`src/rtl/fetch_unit.sv`:
```
// Instruction-fetch stage: owns the PC, drives IMEM and pairs returned words with their PC.
// Define FETCH_PERF_COUNTERS_EN to build the perf_fetched/perf_stalls counters.
module fetch_unit #(
  parameter logic [31:0] RESET_PC  = 32'h0000_0000,
  parameter logic [31:0] IMEM_SIZE = 32'h8000
) (
  input  logic        clk,
  input  logic        rst_n,
  output logic [31:0] imem_address,
  input  logic [31:0] imem_instruction,
  input  logic        id_ready,
  input  logic        redirect_valid,
  input  logic [31:0] redirect_target,
  input  logic        halt,
  output logic        out_valid,
  output logic [31:0] out_instr,
  output logic [31:0] out_pc,
  output logic [31:0] out_pc_plus4,
  output logic        fetch_fault,
  output logic [31:0] perf_fetched,
  output logic [31:0] perf_stalls
);

  localparam logic [31:0] LAST_ADDR = IMEM_SIZE - 32'd4;

  logic [31:0] pc_q, pc_d;
  logic [31:0] out_pc_q, out_pc_d;
  logic        out_valid_q, out_valid_d;
  logic        fault_q, fault_d;

  logic [31:0] fetch_addr, cand;
  logic        go, stall;
  logic        unused_tgt_lsbs;

  assign unused_tgt_lsbs = ^redirect_target[1:0];
  assign stall = out_valid_q & ~id_ready;

  always_comb begin
    pc_d        = pc_q;
    out_pc_d    = out_pc_q;
    out_valid_d = out_valid_q;
    fault_d     = fault_q;
    fetch_addr  = out_pc_q;   // re-read the current word unless a new fetch is issued
    cand        = pc_q;
    go          = 1'b0;
    if (!fault_q) begin
      if (redirect_valid) begin
        cand = {redirect_target[31:2], 2'b00};
        go   = 1'b1;
      end else if (!stall) begin
        if (halt) out_valid_d = 1'b0;
        else      go = 1'b1;
      end
      if (go) begin
        // An out-of-range fetch is never presented; IMEM keeps seeing the last legal word.
        if (cand > LAST_ADDR) begin
          fault_d     = 1'b1;
          out_valid_d = 1'b0;
        end else begin
          fetch_addr  = cand;
          out_pc_d    = cand;
          out_valid_d = 1'b1;
          pc_d        = cand + 32'd4;
        end
      end
    end
  end

  always_ff @(posedge clk or negedge rst_n) begin
    if (!rst_n) begin
      pc_q        <= RESET_PC;
      out_pc_q    <= RESET_PC;
      out_valid_q <= 1'b0;
      fault_q     <= 1'b0;
    end else begin
      pc_q        <= pc_d;
      out_pc_q    <= out_pc_d;
      out_valid_q <= out_valid_d;
      fault_q     <= fault_d;
    end
  end

  assign imem_address = rst_n ? fetch_addr : RESET_PC;
  assign out_valid    = out_valid_q;
  assign out_instr    = imem_instruction;
  assign out_pc       = out_pc_q;
  assign out_pc_plus4 = out_pc_q + 32'd4;
  assign fetch_fault  = fault_q;

`ifdef FETCH_PERF_COUNTERS_EN
  logic [31:0] fetched_q, fetched_d;
  logic [31:0] stalls_q, stalls_d;

  always_comb begin
    fetched_d = fetched_q;
    stalls_d  = stalls_q;
    // A word accepted alongside a redirect is squashed downstream, so it is not counted.
    if (out_valid_q & id_ready & ~redirect_valid) fetched_d = fetched_q + 32'd1;
    if (stall) stalls_d = stalls_q + 32'd1;
  end

  always_ff @(posedge clk or negedge rst_n) begin
    if (!rst_n) begin
      fetched_q <= 32'h0;
      stalls_q  <= 32'h0;
    end else begin
      fetched_q <= fetched_d;
      stalls_q  <= stalls_d;
    end
  end

  assign perf_fetched = fetched_q;
  assign perf_stalls  = stalls_q;
`else
  assign perf_fetched = 32'h0;
  assign perf_stalls  = 32'h0;
`endif

endmodule

```
`config.mk`:
```
export PLATFORM = sky130hd
export DESIGN_NAME = fetch_unit
export DESIGN_NICKNAME = d
export VERILOG_FILES = /design/src/rtl/fetch_unit.sv
export SDC_FILE = /design/constraint.sdc
export NUM_CORES = 1
export LEC_CHECK = 0
export BUFFER_PORTS_ARGS = -buffer_cell sky130_fd_sc_hd__buf_4
export CELL_PAD_IN_SITES_DETAIL_PLACEMENT = 0
export CELL_PAD_IN_SITES_GLOBAL_PLACEMENT = 1
export CORE_MARGIN = 3
export CORE_UTILIZATION = 28
export DETAILED_ROUTE_END_ITERATION = 8
export PLACE_DENSITY = 0.8
export SETUP_SLACK_MARGIN = 0.1
export SLEW_MARGIN = 20
export SYNTH_ARGS = -nofsm -noshare
export SYNTH_HDL_FRONTEND = slang
export SYNTH_SLANG_ARGS = --single-unit
```
`constraint.sdc`:
```
create_clock -name clk -period 2.8 [get_ports clk]
set_input_delay 0.28 -clock clk [delete_from_list [all_inputs] [get_ports clk]]
set_output_delay 0.28 -clock clk [all_outputs]
set_load 0.05 [all_outputs]
```
; ---- Word-level counts from Yosys, hierarchy flattened
; Cells that the tools add are included.
[totals]
regBits = 66
input_bits = 69
output_inout_bits = 194
elab_cells = 34
[classes]
addsub = 2
n_lt_le_gt_ge = 1
eq_ne = 2
mux = 18
bitwise = 4
n_reduce_logical = 3
[ops]
columns = operator, n
row1 = 32-bit two-way mux, 6
row2 = "32-bit by 3-bit adder with 32-bit output, second input constant", 2
row3 = "32-bit by 15-bit > comparator with 1-bit output, second input constant", 1
row4 = 1-bit two-way mux, 12
row5 = "2-bit by 1-bit != test with 1-bit output, second input constant", 2
row6 = 4-bit AND reduction, 1
row7 = 1-bit NOT, 3
row8 = 3-bit AND reduction, 1
row9 = 2-bit nonzero test, 1
row10 = 1-bit AND, 1

; ---- Logic depth before layout (Yosys ltp)
; Gate-level depths: netlist (run 1).
[logic_depth]
ltp_word = 8
ltp_mapped = 13
ltp_nobuf = 9

; ---- Worst setup path after synthesis (run 1)
; No wires, ideal clock.
[synth_path]
path_type = input to output
from = in redirect_valid
to = out imem_address[3]
arrival_time_ns = 3.498
required_ns = 2.520
slack_ns = -0.978
path_stages = 12
path_buffers = 3
path_cell_list = buf_4 buf_4 mux2i_1 inv_1 ha_1 inv_1 a211o_1 or3_4 o311ai_4 buf_2 nand2_1 a21boi_0
[synth_between]
elab_chain_cells = 7
elab_cells_between_ends = 9
classes_between = 1 x order compare / 8 x mux
[synth_lines]
columns = element, line
row1 = "start, declared", 12  ; input logic redirect_valid,
row2 = 32-bit two-way mux, 47  ; if (redirect_valid) begin
row3 = 32-bit two-way mux, 46  ; if (!fault_q) begin
row4 = 32-bit by 15-bit > comparator with 1-bit output, 56  ; if (cand > LAST_ADDR) begin
row5 = 32-bit two-way mux, --
row6 = 32-bit two-way mux (*), --
row7 = 32-bit two-way mux (*), 46
row8 = 32-bit two-way mux (*), 83  ; assign imem_address = rst_n ? fetch_addr : RESET_PC;
row9 = "end, declared", 9  ; output logic [31:0] imem_address,
; Mark *: on every way between the ends. The rest lies on a longest branch, timed or not. The select of a mux whose other input is x is not followed.

; ---- Final worst setup path (run 1)
[layout_path]
from = reg pc_q[2]
to = out imem_address[12]
[layout_between]
elab_chain_cells = 7
[layout_lines]
columns = element, line
row1 = "start, declared", 26  ; logic [31:0] pc_q, pc_d;
row2 = "start signal, assigned", 76  ; pc_q <= pc_d;
row3 = 32-bit two-way mux, 47
row4 = 32-bit two-way mux, 46
row5 = 32-bit by 15-bit > comparator with 1-bit output, 56
row6 = 32-bit two-way mux (2 in series), --
row7 = 32-bit two-way mux, 46
row8 = net fetch_addr[12], 31  ; logic [31:0] fetch_addr, cand;
row9 = 32-bit two-way mux, 83
; The timed path passes the listed nets, and every way through them passes these cells. The select of a mux whose other input is x is not followed.

==> flow_summary.yaml, run 1 <==
outcome:
  status: "finished with violations"
  violations: "setup timing"
power_and_ir_drop:
  vdd_ir_drop_max_v: 0.000251
  p_leak_nw: 3.48
  fin_total_pwr_mw: 2.49
  p_per_area_nw_per_um2: 357
clock_tree:
  root_buffer: "clkbuf_16"
  cts_buffers: 9
  cts-htree-levels: 3
  cts_buffer_depth: 2
  clock-sinks: 66
  clkLatencyLatePin_ps: 330
  clk_pin_slew_worst_paths_ps: 60
  cts_tree: "built"
place:
  placed_area_um2: 6050
  dpl.hpwl_um: 9970
  dp.cells: 852
  gp_congestion: 0.813
  io_buffers: 132
worst_setup_path:
  cp_common_cell: "inv_1"
  r2r_end: "pc_q[9]"
  worst-path-buf-inv: 4
  path_max_fanout: 13
  required_ps: 2520
  cp_slowest_cell: "o311a_4"
  r2r-start: "pc_q[15]"
  r2r_setup_slack_ps: 210
  arrival_ps: 2790
  critPathMaxStageDelay_ps: 390
  crit_start: "pc_q[2]"
  critical-path-top-delay-family: "compound AO/OA/AOI/OAI gates"
  path_cells: "mux2i_1, inv_1, ha_1, inv_1, a211o_1, or3_4, o311a_4, buf_12, mux2_4, and2_4, buf_6"
  start_kind: "flip-flop"
  reg2regPathDepth: 10
  critPathKind: "reg -> out"
  worstSetupEndpointType: "output pin"
global_routing:
  busiest_layer: "met2"
  grt-ovfl-total: 0
  grt_util_met3_pct: 3.11
  grt_pass1_wl_um: 21100
  gr-usage-all-layers_pct: 14.8
  antenna_found_initial: 0
  use_met1_pct: 19.5
  grt_pass1_vias: 3754
  grt_max_degree: 57
  grtUsageMet2_pct: 23.9
yosys:
  yosysWarningCount: 0
  synth_area_um2: 4600
  yosys-top-cells-area: "dfrtp_1, buf_4, and2_1, xnor2_1, nand2_1"
  synth.top_cell.area_share_pct: 35.9
  async_reset_ff_share_pct: 100
  synth-seq-area-share_pct: 35.9
  synth-seq-cells: 66
  synth_ff_type: "dfrtp_1"
  synth-edff-count: 0
  post-synth-top-area-cell: "dfrtp_1"
  avgSynthCellArea_um2: 8.95
  postSynthCellCount: 514
  synth_cell_type_count: 49
floorplanning:
  io_pins: 263
  die_area_um2: 18000
  initial_core_util_pct: 28.8
  core_area_um2: 16000
  die_y_um: 134
  die_w_um: 134
  rows: 46
sta:
  min_period_ps: 3070
  worst_pin_slew_ps: 654
  fmax_mhz: 326
  hold_violations: 0
  rsz0062_at_grt: "true"
  slew_violations: 0
  setup_tns_ps: -5800
  slew_headroom_pct: 56.4
  setup_violations: 32
  fin_crit_sh_pct: 110
  skew_ps: 5.20
  worst_slack_ps: -268
final_layout:
  post-route-util_pct: 43.6
  syn2layout_area_growth_pct: 51.7
  drive_above_1_share_pct: 46.3
  fillCellCount: 1541
  layout.cells.non_filler: 900
  layout.nets: 751
  design_area_um2: 6980
  antennaDiodeCount: 0
detailed_routing:
  first_pass_iters: 4
  routedWlPerCell_um: 15.0
  drc: 0
  vias: 3930
  ant_nets: 0
  finalWirelength_um: 13500
  drt_iter0_drc: 132
  vias_per_cell: 4.37
job:
  cap_violations: 0
hold_path:
  hold_path_depth: 4
  min_path_type: "in -> reg"
  whs_endpoint: "pc_q[15]"
  hp-start: "redirect_target[15]"
## cell usage in the layout (no fill, tap or decap), types with 8 or more instances in the layout
master	netlist	routed
nor2_1	24	24
buf_12	0	8
xor2_1	12	10
clkbuf_16	0	9
nand4_1	10	10
dfrtp_2	0	8
xnor2_1	27	17
conb_1	1	64
and3_4	0	18
buf_4	100	166
nor3_1	8	8
buf_8	0	20
and2_1	43	37
nand2_1	47	33
nand2_4	0	9
buf_6	2	17
nand3_1	21	21
a21oi_1	8	8
dfrtp_1	66	58
o21ai_0	17	14
## per-layer routing
metal | vias up | part of all wire, %
li1 | 1910 | -
met1 | 1848 | 44
met2 | 147 | 47
met3 | 25 | 6.3
met4 | 0 | 2.1
met5 | - | 0
## repair_timing
item                                    in CTS  in global routing
endpoints found under the setup margin      37                 43
hold endpoints to repair                    20                  0
hold buffers                                 1                  0
gates resized for setup                     79                 17
setup buffers                               20                  9
gates cloned                                 3                  0
pin swaps                                    3                  6
## metrics by stage
step / setup slack [ps] / hold slack [ps]
detailed placement: -153 / 345
CTS: -282 / 253
floorplan: -119 / -15.6
global placement: -120 / 337
global route: -372 / 285
finish: -268 / 259
## worst register-to-register path: cells and delay by family, from the launching register on
| kind | cells | cell delay [ps] |
|---|---|---|
| AO/OA/AOI/OAI | 2 | 560 |
| buffers and inverters | 4 | 630 |
| flip-flops | 1 | 400 |
| AND/OR/NAND/NOR | 4 | 930 |
## cell usage after synthesis, types with 4 or more instances
master	n
nand2_1	47
mux2i_1	5
and2_1	43
nor4_1	6
nor2_1	24
xnor2_1	27
and3_1	23
mux2_4	5
and4_1	6
mux2_2	5
a21oi_1	8
a22oi_1	5
o21a_1	5
buf_4	100
inv_1	7
nor3_1	8
dfrtp_1	66
a21boi_0	6
o21ai_0	17
clkbuf_1	16
nand3_1	21
nand4_1	10
nand2b_1	4
xor2_1	12
## cell type report
type,instances,area (um^2),area share [%]
Multi-Input combinational cell,381,2750,39.4
Timing Repair Buffer,215,1990,28.5
Sequential cell,66,1660,23.8
Tap cell,216,270,3.87
Clock buffer,11,253,3.62
Clock inverter,4,27.5,0.394
Inverter,7,26.3,0.376
## power by group
group	internal (mW)	leakage (nW)	switching, mW
Combinational	0.130	2.46	0.337
Sequential	0.961	0.882	0.00908
Clock	0.640	0.130	0.416
Total	1.73	3.48	0.761
## how the worst max path moves through the flow
stage / to / slack, ps / cells past startpoint
2_1_floorplan: imem_address[0] / -120 / 12
3_5_place_dp: imem_address[9] / -150 / 12
4_1_cts: imem_address[12] / -280 / 11
5_1_grt: imem_address[12] / -370 / 11
6_report: imem_address[12] / -270 / 11
3_3_place_gp: imem_address[0] / -120 / 12
## state kept, by name, summed over array words and instances (netlist names)
signal and cells:
fetch_fault 1, out_pc 32, out_valid 1, pc_q 32
## logic make-up after synthesis
logic type / count (synthesis) / synth area share [%]
muxes: 15 / 3.94
adders and majority gates: 2 / 0.544
xor gates and xnor gates: 39 / 7.42
and+or+nand+nor: 205 / 24.0
buffers and inverters: 130 / 19.2
other: 1 / 0.0815
AOI/OAI and AO/OA: 56 / 8.92
DFF: 66 / 35.9
Note: power is estimated with default switching activity, not from simulation.
==> inputs of run 2 (changes only) <==
--- a/config.mk
+++ b/config.mk
@@ -6,12 +6,12 @@
 export NUM_CORES = 1
 export LEC_CHECK = 0
 export BUFFER_PORTS_ARGS = -buffer_cell sky130_fd_sc_hd__buf_4
-export CELL_PAD_IN_SITES_DETAIL_PLACEMENT = 0
-export CELL_PAD_IN_SITES_GLOBAL_PLACEMENT = 1
+export CELL_PAD_IN_SITES_DETAIL_PLACEMENT = 1
+export CELL_PAD_IN_SITES_GLOBAL_PLACEMENT = 2
 export CORE_MARGIN = 3
-export CORE_UTILIZATION = 28
+export CORE_UTILIZATION = 22
 export DETAILED_ROUTE_END_ITERATION = 8
-export PLACE_DENSITY = 0.8
+export PLACE_DENSITY = 0.82
 export SETUP_SLACK_MARGIN = 0.1
 export SLEW_MARGIN = 20
 export SYNTH_ARGS = -nofsm -noshare
==> run 2 against run 1 <==
Against the previous run:
- the flow finishes with violations (hold timing, setup timing)
- routed wire length grew 13%
- global-route usage shrank 2.1 points
- combinational power shrank 4%
- critical path depth grew 2
- sequential cell count is the same
- critical endpoint is now imem_address[3]
==> flow_summary.yaml, run 2 (synthesis gave the netlist of run 1 again) <==
floorplanning:
  io_pins: 263
  initial_core_util_pct: 22.6
  die_w_um: 151
  rows: 52
  die_area_um2: 22700
  core_area_um2: 20400
  die_y_um: 151
clock_tree:
  cts-htree-levels: 3
  clock-sinks: 66
  root_buffer: "clkbuf_16"
  clkLatencyLatePin_ps: 340
  cts_tree: "built"
  cts_buffer_depth: 2
  clk_pin_slew_worst_paths_ps: 50
  cts_buffers: 9
final_layout:
  drive_above_1_share_pct: 44.8
  antennaDiodeCount: 0
  layout.cells.non_filler: 939
  final_cell_mix: "buf_4, conb_1, dfrtp_1"
  final_common_cell: "buf_4"
  syn2layout_area_growth_pct: 49.4
  layout.nets: 735
detailed_routing:
  routedWlPerCell_um: 16.2
  vias_per_cell: 4.27
  ant_nets: 0
  first_pass_iters: 4
  finalWirelength_um: 15300
  vias: 4013
  drc: 0
  drt_iter0_drc: 175
sta:
  setup_violations: 32
  worst_pin_slew_ps: 708
  slew_violations: 0
  slew_headroom_pct: 52.8
  rsz0062_at_grt: "true"
  hold_violations: 8
  skew_ps: 11.3
  min_period_ps: 3100
  fin_crit_sh_pct: 111
  fmax_mhz: 322
  worst_slack_ps: -304
  whs_ps: -12.8
place:
  dp.cells: 904
  gp_congestion: 0.814
  io_buffers: 132
  dpl.hpwl_um: 11500
  dp_slack_ps: -234
worst_setup_path:
  arrival_ps: 2820
  required_ps: 2520
  worstSetupEndpointType: "output pin"
  start_kind: "flip-flop"
  critPathKind: "reg -> out"
  path_max_fanout: 8
hold_path:
  min_path_type: "in -> async"
power_and_ir_drop:
  p_leak_nw: 3.37
  fin_total_pwr_mw: 2.55
  vdd_ir_drop_max_v: 0.000243
  p_per_area_nw_per_um2: 370
global_routing:
  grt_pass1_wl_um: 22500
  grt-ovfl-total: 0
  gr-usage-all-layers_pct: 12.7
  grt_pass1_vias: 4021
  antenna_found_initial: 1
  grt_max_degree: 60
outcome:
  violations: "hold timing, setup timing"
  status: "finished with violations"
job:
  cap_violations: 0
==> run 2: final timing paths <==
| kind | startpoint | end | slack (ps) | cells past startpoint |
|---|---|---|---|---|
| min in group clk | redirect_target[15] | pc_q[15] | 260 | 4 |
| hold / removal | rst_n | out_pc[15] | -10 | 1 |
| setup reg to reg | pc_q[3] | pc_q[6] | 70 | 16 |
| hold reg to reg | pc_q[21] | pc_q[21] | 480 | 1 |
| max in group asynchronous | rst_n | pc_q[25] | 2060 | 2 |
| setup / recovery | pc_q[3] | imem_address[3] | -300 | 13 |
==> run 2: through the flow <==
| stage | utilization, % | hold slack (ps) | TNS [ps] | instance area, um^2 |
|---|---|---|---|---|
| final | 33.8 | -12.8 | -7720 | 6880 |
| after floorplan | - | -15.6 | -1450 | 5220 |
| after global routing | 33.8 | 41.0 | -11220 | 6880 |
| after global placement | 29.8 | 365 | -3230 | 6070 |
| after CTS | 32.8 | 4.65 | -7930 | 6680 |
| after detailed placement | 29.8 | 366 | -4960 | 6070 |
==> run 2: layer usage <==
| metal | share of wire (%) | up-vias | global-route usage [%] | wire [um] |
|---|---|---|---|---|
| met3 | 6.4 | 32 | 2.38 | 978 |
| li1 | - | 1883 | - | - |
| met5 | 0.072 | - | 0 | 11 |
| met4 | 2.3 | 2 | 5.30 | 352 |
| met2 | 47 | 157 | 21.3 | 7210 |
| met1 | 44 | 1939 | 16.0 | 6710 |
==> run 2: report_power, final <==
part	leakage, nW	internal (mW)	total (mW)	switching [mW]
combinational	2.34	0.110	0.448	0.338
sequential	0.880	0.961	0.968	0.00764
clock	0.145	0.687	1.13	0.442
==> run 2: area by class of cell <==
cell class                      count  area (um^2)
Fill cell                        2306        13500
Clock inverter                      7         70.1
Tap cell                          270          338
Timing Repair Buffer              199         1830
Sequential cell                    66         1660
Inverter                            7         26.3
Clock buffer                        9          225
Multi-Input combinational cell    381         2720
==> run 2: critical path, cell delays in order (launching register included) <==
cell and delay, ps:
dfrtp_1 360, mux2i_2 80, inv_1 90, ha_1 140, inv_1 50, a211o_1 260, or3_4 360, buf_6 130
o311ai_4 260, buf_6 200, buf_12 150, nand2_2 80, a21boi_4 150, buf_8 160
==> run 2: what timing repair did <==
action / CTS / global route
setup buffers: 8 / 8
hold buffers: 0 / 0
resized for setup: 67 / 25
pin swaps: 5 / 6
endpoints found under the hold margin: 0 / 0
gates cloned: 0 / 3
endpoints found under the setup margin: 39 / 55
==> inputs of run 3 (changes only) <==
--- a/config.mk
+++ b/config.mk
@@ -13,6 +13,7 @@
 export DETAILED_ROUTE_END_ITERATION = 8
 export PLACE_DENSITY = 0.82
 export SETUP_SLACK_MARGIN = 0.1
+export SKIP_LAST_GASP = 1
 export SLEW_MARGIN = 20
 export SYNTH_ARGS = -nofsm -noshare
 export SYNTH_HDL_FRONTEND = slang
==> run 3 against run 2 <==
Against the previous run:
- the flow still finishes with violations (hold timing, setup timing)
- non-clock buffer count unchanged
- core utilization down 0.055 points
- worst hold slack better by 6.0 ps
- setup slack better by 6.8 ps
- clock skew barely moved
- global-route usage shrank 0.051 points
- sequential power hardly changed
- power hardly changed
- critical path depth unchanged
- via count down 0.45%
- die area did not move
- cell area decreased by 0.16%
==> flow_summary.yaml, run 3 (synthesis gave the netlist of run 1 again) <==
sta:
  whs_ps: -6.78
  slew_violations: 0
  skew_ps: 11.3
  fmax_mhz: 323
  worst_slack_ps: -297
  fin_crit_sh_pct: 111
  min_period_ps: 3100
  slew_headroom_pct: 53.1
  hold_violations: 6
  worst_pin_slew_ps: 703
  rsz0062_at_grt: "true"
  setup_tns_ps: -7530
  setup_violations: 32
worst_setup_path:
  worstSetupEndpointType: "output pin"
  start_kind: "flip-flop"
  critPathKind: "reg -> out"
  path_max_fanout: 8
  required_ps: 2520
  arrival_ps: 2820
detailed_routing:
  drt-met1-wl_um: 6660
  vias_per_cell: 4.25
  ant_nets: 0
  maxUsedRoutingLayer: "met5"
  vias: 3995
  route.met3.wl_um: 985
  finalWirelength_um: 15200
  drt_iter0_drc: 143
  first_pass_iters: 4
  routedWlPerCell_um: 16.2
  drc: 0
  wl_met2_um: 7160
floorplanning:
  core_area_um2: 20400
  die_area_um2: 22700
  die_y_um: 151
  io_pins: 263
  die_w_um: 151
  rows: 52
  initial_core_util_pct: 22.6
place:
  dp_slack_ps: -234
  dpl.hpwl_um: 11500
  placed_area_um2: 6070
  dp.cells: 904
  gp_congestion: 0.814
  io_buffers: 132
power_and_ir_drop:
  fin_total_pwr_mw: 2.55
  p_sw_share_pct: 30.9
  p_comb_share_pct: 17.6
  switchingPower_mw: 0.788
  p_leak_nw: 3.36
  pwr-share-clk_pct: 44.4
  p_seq_share_pct: 38.0
  intPower_mw: 1.76
  vdd_ir_drop_max_v: 0.000243
  p_per_area_nw_per_um2: 371
final_layout:
  final_common_cell: "buf_4"
  antennaDiodeCount: 0
  final_cell_mix: "buf_4, conb_1, dfrtp_1"
  layout.cells.non_filler: 939
  layout.nets: 735
  design_area_um2: 6870
  post-route-util_pct: 33.7
  drive_above_1_share_pct: 44.5
  syn2layout_area_growth_pct: 49.2
outcome:
  violations: "hold timing, setup timing"
  status: "finished with violations"
global_routing:
  grt_max_degree: 60
  grt_pass1_wl_um: 22400
  grt-ovfl-total: 0
  grt_pass1_vias: 4018
  antenna_found_initial: 1
  gr-usage-all-layers_pct: 12.6
job:
  cap_violations: 0
clock_tree:
  cts_buffer_depth: 2
  cts_tree: "built"
  cts-htree-levels: 3
  clock-sinks: 66
  root_buffer: "clkbuf_16"
  hold_buffers: 0
  cts_buffers: 9
  clk_pin_slew_worst_paths_ps: 50
  clkLatencyLatePin_ps: 340
hold_path:
  min_path_type: "in -> async"
-- run 3: final timing paths --
path,depth (start not counted),slack [ps],startpoint,endpoint
max in group asynchronous,2,2050,rst_n,pc_q[25]
worst min register to register,1,480,pc_q[21],pc_q[21]
worst max register to register,16,70,pc_q[3],pc_q[6]
worst min-delay path,1,-7,rst_n,out_pc[15]
worst max-delay path,13,-300,pc_q[3],imem_address[3]
min in group clk,4,260,redirect_target[15],pc_q[15]
-- run 3: routing by layer --
layer	vias to the layer above	track usage, %
li1	1879	-
met1	1923	15.9
met2	159	21.1
met3	32	2.38
met4	2	5.30
met5	-	0
-- run 3: area by class of cell --
cell class | instances | area (um^2)
inverter | 7 | 26.3
sequential | 66 | 1660
timing repair buffer | 199 | 1830
tap | 270 | 338
fill | 2308 | 13500
clock buffer | 9 | 225
clock inverter | 7 | 70.1
multi-input combinational | 381 | 2710
-- run 3: power groups by stage --
stage | Sequential [mW] | Combinational (mW) | Clock, mW
after detailed placement | 0.986 | 0.439 | 0
final | 0.969 | 0.447 | 1.13
after floorplan | 0.999 | 0.490 | 0
after global placement | 0.986 | 0.435 | 0
after CTS | 0.969 | 0.446 | 1.16
after global routing | 0.969 | 0.476 | 1.21
-- run 3: timing repair --
item	CTS	global route
setup buffers	8	8
cloned	0	3
gates resized for setup	65	23
endpoints found under the setup margin	39	55
pin swaps	5	6
-- run 3: worst max-delay path, cell delays in order, from the launching register on --
cell and delay (ps):
dfrtp_1 360, mux2i_2 80, inv_1 90, ha_1 140, inv_1 50, a211o_1 260
or3_4 360, buf_6 140, o311ai_4 260, buf_6 190, buf_12 150, nand2_2 80
a21boi_4 150, buf_8 160
